[src/rtl/axis_pkg.sv]
// Shared definitions for the AXI-Stream to vector assembler.
//   state_e   : assembler states (COLLECT accepts beats, DISCARD drops
//               beats until the end of an oversized frame).
//   slice_idx : maps a 0-based beat number onto the vector slice it fills.
package axis_pkg;

  typedef enum logic {
    COLLECT = 1'b0,
    DISCARD = 1'b1
  } state_e;

  // Beat k lands in slice k (LSB first) or slice n-1-k (MSB first).
  function automatic int unsigned slice_idx(input int unsigned k,
                                            input int unsigned n,
                                            input bit          msb_first);
    return msb_first ? (n - 1 - k) : k;
  endfunction

endpackage

[src/rtl/axis_to_vector.sv]
// Collects N = VEC_BYTES/AXIS_BYTES stream beats into one wide vector.
// A frame must be exactly N beats terminated by tlast; shorter frames pulse
// err_short, longer frames pulse err_long and are dropped through tlast.
// Ports:
//   clk, sresetn          : clock, asynchronous active-low reset
//   axis_tvalid/tready    : stream handshake
//   axis_tlast, axis_tdata: end-of-frame marker and beat payload
//   vec, vec_valid        : assembled vector and its valid flag
//   vec_ready             : consumer accepts vec when vec_valid is high
//   err_short, err_long   : one-cycle framing error pulses
// VEC_BYTES must be an integer multiple of AXIS_BYTES.
module axis_to_vector
  import axis_pkg::*;
#(
  parameter int VEC_BYTES  = 4,
  parameter int AXIS_BYTES = 1,
  parameter int MSB_FIRST  = 0
) (
  input  logic                    clk,
  input  logic                    sresetn,
  input  logic                    axis_tvalid,
  output logic                    axis_tready,
  input  logic                    axis_tlast,
  input  logic [AXIS_BYTES*8-1:0] axis_tdata,
  output logic [VEC_BYTES*8-1:0]  vec,
  output logic                    vec_valid,
  input  logic                    vec_ready,
  output logic                    err_short,
  output logic                    err_long
);

  localparam int unsigned N     = VEC_BYTES / AXIS_BYTES;
  localparam int unsigned CNT_W = (N > 1) ? $clog2(N) : 1;
  localparam int unsigned BW    = AXIS_BYTES * 8;
  localparam int unsigned VW    = VEC_BYTES * 8;
  localparam logic [CNT_W-1:0] CNT_LAST = CNT_W'(N - 1);

  state_e           state_q, state_d;
  logic [CNT_W-1:0] cnt_q, cnt_d;
  logic [VW-1:0]    stage_q, stage_d;
  logic [VW-1:0]    vec_q, vec_d;
  logic             vec_valid_q, vec_valid_d;
  logic             err_short_q, err_short_d;
  logic             err_long_q, err_long_d;
  // Goes high on the first edge after reset release so tready never
  // rises while reset is still asserted or in the release cycle.
  logic             rdy_q;

  int unsigned      wr_idx;
  logic [VW-1:0]    merged;
  logic             last_beat;
  logic             accept;

  assign wr_idx    = slice_idx(32'(cnt_q), N, MSB_FIRST != 0);
  assign last_beat = (cnt_q == CNT_LAST);

  // The final beat may only be taken if vec is free or being consumed this
  // cycle, which makes tready depend combinationally on vec_ready.
  assign axis_tready = rdy_q &&
                       ((state_q == DISCARD) ||
                        !(last_beat && vec_valid_q && !vec_ready));
  assign accept      = axis_tvalid && axis_tready;

  // Staging register with the current beat inserted at its slice.
  always_comb begin
    merged = stage_q;
    for (int unsigned i = 0; i < N; i++) begin
      if (i == wr_idx) merged[i*BW +: BW] = axis_tdata;
    end
  end

  always_comb begin
    state_d     = state_q;
    cnt_d       = cnt_q;
    stage_d     = stage_q;
    vec_d       = vec_q;
    vec_valid_d = vec_valid_q && !vec_ready;
    err_short_d = 1'b0;
    err_long_d  = 1'b0;
    case (state_q)
      COLLECT: begin
        if (accept) begin
          if (!last_beat) begin
            if (axis_tlast) begin
              err_short_d = 1'b1;
              cnt_d       = '0;
            end else begin
              stage_d = merged;
              cnt_d   = cnt_q + 1'b1;
            end
          end else begin
            cnt_d = '0;
            if (axis_tlast) begin
              vec_d       = merged;
              vec_valid_d = 1'b1;
            end else begin
              err_long_d = 1'b1;
              state_d    = DISCARD;
            end
          end
        end
      end
      DISCARD: begin
        if (accept && axis_tlast) begin
          state_d = COLLECT;
          cnt_d   = '0;
        end
      end
      default: state_d = COLLECT;
    endcase
  end

  always_ff @(posedge clk or negedge sresetn) begin
    if (!sresetn) begin
      state_q     <= COLLECT;
      cnt_q       <= '0;
      vec_q       <= '0;
      vec_valid_q <= 1'b0;
      err_short_q <= 1'b0;
      err_long_q  <= 1'b0;
      rdy_q       <= 1'b0;
    end else begin
      state_q     <= state_d;
      cnt_q       <= cnt_d;
      vec_q       <= vec_d;
      vec_valid_q <= vec_valid_d;
      err_short_q <= err_short_d;
      err_long_q  <= err_long_d;
      rdy_q       <= 1'b1;
    end
  end

  // Partial-frame contents are always fully overwritten before use.
  always_ff @(posedge clk) begin
    stage_q <= stage_d;
  end

  assign vec       = vec_q;
  assign vec_valid = vec_valid_q;
  assign err_short = err_short_q;
  assign err_long  = err_long_q;

endmodule

[config.mk]
export PLATFORM = sky130hd
export DESIGN_NAME = axis_to_vector
export DESIGN_NICKNAME = d
export VERILOG_FILES = /design/src/rtl/axis_pkg.sv /design/src/rtl/axis_to_vector.sv
export SDC_FILE = /design/constraint.sdc
export NUM_CORES = 1
export LEC_CHECK = 0
export CORE_UTILIZATION = 52
export CTS_CLUSTER_DIAMETER = 200
export DETAILED_ROUTE_END_ITERATION = 12
export GPL_ROUTABILITY_DRIVEN = 0
export PLACE_DENSITY = 0.87
export SLEW_MARGIN = 20
export SYNTH_ARGS = -nofsm -noshare
export SYNTH_HDL_FRONTEND = slang
export SYNTH_SLANG_ARGS = --single-unit
[constraint.sdc]
create_clock -name clk -period 8.4 [get_ports clk]
set_clock_uncertainty 0.2 [all_clocks]
set_input_delay 2.1 -clock clk [delete_from_list [all_inputs] [get_ports clk]]
set_output_delay 2.1 -clock clk [all_outputs]
set_load 0.05 [all_outputs]
==> results.sh, run 1 <==
export IMPL_cts_root_buf="clkbuf_8"
export IMPL_worst_path_max_delay_cell="clkdlybuf4s50_1"
export IMPL_syn_to_final_growth_pct=23.82
export IMPL_ir_drop_uv=211.8
export IMPL_fp_dieW_microns=76.67
export IMPL_hold_path_class="reg -> reg"
export IMPL_end_kind="output port"
export IMPL_min_period_over_period=0.7116
export IMPL_grt_pass1_wl_microns=8231
export IMPL_io_pin_count=49
export IMPL_cp_common_cell="clkdlybuf4s50_1"
export IMPL_hold_start="vec[19]$_DFFE_PN0P_"
export IMPL_syn_nets=184
export IMPL_p_clk_frac=0.191
export IMPL_crit_type="in -> out"
export IMPL_powerDensity_nw_per_um2=324.8
export IMPL_critPathLaunchType="primary input"
export IMPL_die_height_microns=76.67
export IMPL_status="complete, no violations"
export IMPL_rows=26
export IMPL_synthTopCellsByArea="dfrtp_1, edfxtp_1, mux2_2"
export IMPL_ys_seq_area_frac=0.6681
export IMPL_cts_max_level=3
export IMPL_path_buf_inv=2
export IMPL_hpwl_microns=3178
export IMPL_ys_ff_latch=71
export IMPL_initial_core_util=0.5535
export IMPL_synth_flop_cell="dfrtp_1"
export IMPL_drv_slew=0
export IMPL_post_drt_via_cell_ratio=5.287
export IMPL_synth_async_reset_ratio=0.5493
export IMPL_diodes=0
export IMPL_antenna_found_initial=0
export IMPL_worstPathCellList="clkdlybuf4s50_1, nor2b_1, a21boi_0, clkdlybuf4s50_1"
export IMPL_netSwitchingFraction=0.3771
export IMPL_ys_types=23
export IMPL_globalRouteOverflowTotal=0
export IMPL_n_fill_cell=349
export IMPL_cts_sinks=71
export IMPL_path_delay_family="buffers and inverters"
export IMPL_cp_required_ps=6100
export IMPL_hold_violations=0
export IMPL_cts_buffer_depth=2
export IMPL_drive_above_1_share=0.3673
export IMPL_maxCapViolCount=0
export IMPL_grt_max_degree=40
export IMPL_crit_fanout=3
export IMPL_setup_violations_final=0
export IMPL_r2r_start="cnt_q[0]$_DFFE_PN0P_"
export IMPL_drc=0
export IMPL_core_sq_um=5238
export IMPL_arrival_ps=3680
export IMPL_max_slew_margin_rel=0.4149
export IMPL_critical_path_max_stage_delay_ps=720
export IMPL_syn_cell_area_sq_um=2899
export IMPL_drt_iter0_markers=73
export IMPL_rsz0062_at_grt="no"
export IMPL_cts_tree="yes"
export IMPL_p_int_uw=726.2
export IMPL_fin_util=0.6854
export IMPL_routedWlPerCell_microns=16.77
export IMPL_vias=1565
export IMPL_yosysTopAreaCellShare=0.3366
export IMPL_synth_top_area_cell="dfrtp_1"
export IMPL_yosys_warnings=0
export IMPL_cts_setup_buffers=0
export IMPL_pwr_share_comb=0.401
export IMPL_cts_resized=0
export IMPL_numCtsBuffers=9
export IMPL_critPathLaunch="vec_ready"
export IMPL_synth_edff_count=32
export IMPL_synthCells=167
export IMPL_clk_latency_ps=340
export IMPL_p_sw_uw=439.7
export IMPL_totalNegativeSetupSlack_ps=0
export IMPL_dieArea_sq_um=5878
export IMPL_grt_use_total=0.1861
export IMPL_grt_pass1_vias=1655
export IMPL_clkTransAtPathRegs_ps=60
export IMPL_postCtsHoldBufs=0
export IMPL_leakage_nw=1.439
export IMPL_timing_fmax_mhz=167.3
export IMPL_finalWirelength_microns=4963
export IMPL_p_seq_frac=0.409
export IMPL_final_nets=238
export IMPL_worst_slew_pin_transition_ps=877.7
export IMPL_first_pass_iters=5
export IMPL_drtAntennaViolNets=0
export IMPL_numPortBuffers=48
export IMPL_finalCriticalPeriod_ps=5978
export IMPL_postSynthAreaPerCell_sq_um=17.36
-- logic make-up (layout without fill, tap and decap cells) --
family                   after synthesis  in the layout  share of synthesized area
multiplexers                          65             65                     0.2525
adder cells (fa/ha/maj)                4              4                    0.01726
AND/OR/NAND/NOR                       10             10                    0.02374
buffers and inverters                 10             69                    0.02115
other                                  1              1                   0.001294
flip-flops                            71             71                     0.6681
AO/OA/AOI/OAI                          6              6                    0.01597
-- registers in the layout, summed over array words and instances, names as in the netlist --
signal,count
stage_q,32
vec,32
cnt_q,2
err_long,1
err_short,1
rdy_q,1
state_q,1
vec_valid,1
-- cell usage after synthesis, types with 2 or more instances --
| cell | count |
|---|---|
| ha_1 | 4 |
| inv_1 | 3 |
| dfrtp_1 | 39 |
| edfxtp_1 | 32 |
| mux2_2 | 65 |
| buf_6 | 3 |
| clkbuf_1 | 3 |
| nor3_1 | 2 |
| nand2_1 | 2 |
-- cell type report --
| type | instances | area (sq um) | share of cell area |
|---|---|---|---|
| clock inverter | 5 | 25.02 | 0.006971 |
| inverter | 3 | 11.26 | 0.003137 |
| multi-input combinational | 86 | 907.1 | 0.2527 |
| tap | 70 | 87.58 | 0.02440 |
| timing repair buffer | 50 | 490.5 | 0.1366 |
| clock buffer | 11 | 131.4 | 0.03660 |
| sequential | 71 | 1937 | 0.5396 |
-- cell usage in the layout, fill, tap and decap left out, drive strengths merged, types with 2 or more instances in the layout --
cell type / synthesis / layout
buf: 4 / 3
clkbuf: 3 / 11
clkdlybuf4s50: 0 / 47
clkinv: 0 / 4
dfrtp: 39 / 39
edfxtp: 32 / 32
ha: 4 / 4
inv: 3 / 3
mux2: 65 / 65
nand2: 2 / 2
nor2b: 2 / 2
nor3: 2 / 2
-- through the flow --
| stage | total power [mW] | hold WS (ps) | instances | instance area, sq um | setup WS [ps] |
|---|---|---|---|---|---|
| detailed placement | 0.9536 | 295.3 | 280 | 3433 | 2419 |
| global route | 1.213 | 322.9 | 296 | 3590 | 2352 |
| floorplan | 0.7976 | 292.5 | 167 | 2899 | 2231 |
| CTS | 1.174 | 313.2 | 296 | 3590 | 2416 |
| finish | 1.166 | 305.5 | 296 | 3590 | 2422 |
| global placement | 0.9438 | 290.9 | 280 | 3433 | 2471 |
-- power by group through the flow --
stage	sequential [mW]	clock, mW	combinational (mW)
6_report	0.477	0.222	0.467
5_1_grt	0.486	0.240	0.487
4_1_cts	0.478	0.225	0.471
3_5_place_dp	0.484	0	0.470
3_3_place_gp	0.482	0	0.462
2_1_floorplan	0.675	0	0.122
-- worst paths after layout --
path                                       end  slack [ps]  depth (start not counted)
min in group asynchronous  vec[25]$_DFFE_PN0P_        1680                          1
hold / removal             vec[19]$_DFFE_PN0P_         310                          1
max in group asynchronous  vec_valid$_DFF_PN0_        5770                          1
hold reg to reg            vec[19]$_DFFE_PN0P_         310                          1
setup / recovery                   axis_tready        2420                          4
setup reg to reg           vec[10]$_DFFE_PN0P_        5790                          5
-- layer usage --
| layer | up-vias | track usage | share of wire |
|---|---|---|---|
| met3 | 9 | 0.04048 | 0.040 |
| met1 | 797 | 0.2390 | 0.45 |
| met2 | 35 | 0.2964 | 0.49 |
| met5 | - | 0 | 0 |
| li1 | 724 | - | - |
| met4 | 0 | 0.09808 | 0.017 |
Power figures use the tool's default switching activity.
==> run 2: changes to the inputs <==
==> constraint.sdc (replaced) <==
create_clock -name clk -period 5.6 [get_ports clk]
set_clock_uncertainty 0.2 [all_clocks]
set_input_delay 1.4 -clock clk [delete_from_list [all_inputs] [get_ports clk]]
set_output_delay 1.4 -clock clk [all_outputs]
set_load 0.05 [all_outputs]
==> run 2 against run 1 <==
  * Non-clock buffer count is the same
  * Sequential power up 50%
  * Total power increased by 58%
  * Wire length grew 2.7%
  * Die area is the same
  * Sequential share of layout area down 0.76 points
  * Largest power group unchanged
  * Utilization is 0.98 points higher
  * First-iteration DRC count rose by 22%
  * Design area is 1.4% higher
  * Hold slack improved by 2.6 ps
  * Critical path depth stayed put
==> results.sh, run 2 (synthesis gave the netlist of run 1 again) <==
export IMPL_cts_sinks=71
export IMPL_cp_common_cell="clkdlybuf4s50_1"
export IMPL_grt_pass1_wl_microns=8355
export IMPL_finalWirelength_microns=5098
export IMPL_routedWlPerCell_microns=17.22
export IMPL_globalRouteOverflowTotal=0
export IMPL_grt_use_total=0.1903
export IMPL_drt_iter0_markers=89
export IMPL_timing_fmax_mhz=216.3
export IMPL_finalCriticalPeriod_ps=4623
export IMPL_drv_slew=0
export IMPL_cts_buffer_depth=2
export IMPL_core_sq_um=5238
export IMPL_leakage_nw=1.467
export IMPL_diodes=0
export IMPL_critical_path_max_stage_delay_ps=840
export IMPL_rsz0062_at_grt="no"
export IMPL_crit_type="in -> out"
export IMPL_powerDensity_nw_per_um2=504.6
export IMPL_maxCapViolCount=0
export IMPL_hold_path_class="reg -> reg"
export IMPL_syn_to_final_growth_pct=25.59
export IMPL_final_nets=238
export IMPL_worst_slew_pin_transition_ps=871.7
export IMPL_cts_resized=0
export IMPL_post_drt_via_cell_ratio=5.392
export IMPL_totalNegativeSetupSlack_ps=0
export IMPL_rows=26
export IMPL_fin_cells=296
export IMPL_vias=1596
export IMPL_clkTransAtPathRegs_ps=70
export IMPL_fp_dieW_microns=76.67
export IMPL_ir_drop_uv=343.2
export IMPL_dieArea_sq_um=5878
export IMPL_critPathLaunchType="primary input"
export IMPL_dp_cells=280
export IMPL_status="complete, no violations"
export IMPL_min_period_over_period=0.8256
export IMPL_crit_fanout=3
export IMPL_cts_tree="yes"
export IMPL_numCtsBuffers=9
export IMPL_arrival_ps=3020
export IMPL_die_height_microns=76.67
export IMPL_drive_above_1_share=0.3850
export IMPL_cp_required_ps=4000
export IMPL_worstPathCellList="clkdlybuf4s50_1, nor2b_1, a21boi_0, clkdlybuf4s50_1"
export IMPL_numPortBuffers=48
export IMPL_mostFrequentLayoutCell="mux2_2"
export IMPL_first_pass_iters=4
export IMPL_hold_violations=0
export IMPL_drtAntennaViolNets=0
export IMPL_worst_path_max_delay_cell="clkdlybuf4s50_1"
export IMPL_clk_latency_ps=340
export IMPL_hpwl_microns=3278
export IMPL_drc=0
export IMPL_cts_root_buf="clkbuf_8"
export IMPL_io_pin_count=49
export IMPL_max_slew_margin_rel=0.4189
export IMPL_mostFrequentLayoutCells="mux2_2, clkdlybuf4s50_1, dfrtp_1, edfxtp_1, clkbuf_8"
export IMPL_grt_max_degree=40
export IMPL_antenna_found_initial=0
export IMPL_setup_violations_final=0
export IMPL_end_kind="output port"
export IMPL_cts_max_level=3
export IMPL_n_fill_cell=352
export IMPL_cts_setup_buffers=0
export IMPL_initial_core_util=0.5535
export IMPL_postCtsHoldBufs=0
export IMPL_grt_pass1_vias=1599
==> run 2: cell type report <==
type	instances	area, sq um	share of cell area
sequential	71	1937	0.5320
multi-input combinational	86	907.1	0.2491
timing repair buffer	50	490.5	0.1347
clock buffer	11	151.4	0.04158
tap	70	87.58	0.02405
clock inverter	5	56.30	0.01546
inverter	3	11.26	0.003093
==> run 2: worst paths after layout <==
kind                                       from  slack, ps             endpoint  cells after the start
min reg2reg                  vec[9]$_DFFE_PN0P_        310   vec[9]$_DFFE_PN0P_                      1
max                                   vec_ready        980          axis_tready                      4
max in group asynchronous               sresetn       3680  vec[14]$_DFFE_PN0P_                      1
min in group asynchronous               sresetn        970   vec[9]$_DFFE_PN0P_                      1
max reg2reg                cnt_q[0]$_DFFE_PN0P_       2990  vec[27]$_DFFE_PN0P_                      5
min                          vec[9]$_DFFE_PN0P_        310   vec[9]$_DFFE_PN0P_                      1
==> run 2: power breakdown <==
part           switching, mW  total, mW  leakage, nW  internal [mW]
clock network          0.188      0.417        0.105          0.229
registers             0.0538      0.716        0.818          0.662
logic                  0.433      0.704        0.543          0.272
==> run 2: layer usage <==
metal,vias up,track usage,share of wire
met5,-,0,0
met2,43,0.2929,0.48
met1,815,0.2506,0.46
met4,0,0.08654,0.019
li1,729,-,-
met3,9,0.05476,0.049
==> run 2: critical path: cells and delay by family <==
| family | cells | cell delay [ps] |
|---|---|---|
| AOI/OAI and AO/OA | 1 | 220 |
| buffers and inverters | 2 | 1310 |
| and+or+nand+nor | 1 | 90 |
==> run 2: stage by stage <==
| stage | hold WS [ps] | area, sq um | total power, mW | util | setup slack, ps |
|---|---|---|---|---|---|
| 5_1_grt | 326.5 | 3641 | 1.908 | 0.6952 | 931.5 |
| 6_report | 308.1 | 3641 | 1.837 | 0.6952 | 976.8 |
| 4_1_cts | 311.1 | 3641 | 1.850 | 0.6952 | 959.7 |
| 2_1_floorplan | 292.5 | 2899 | 1.196 | - | 131.1 |
| 3_5_place_dp | 295.0 | 3433 | 1.432 | 0.6555 | 964.5 |
| 3_3_place_gp | 291.4 | 3433 | 1.416 | 0.6555 | 1070 |
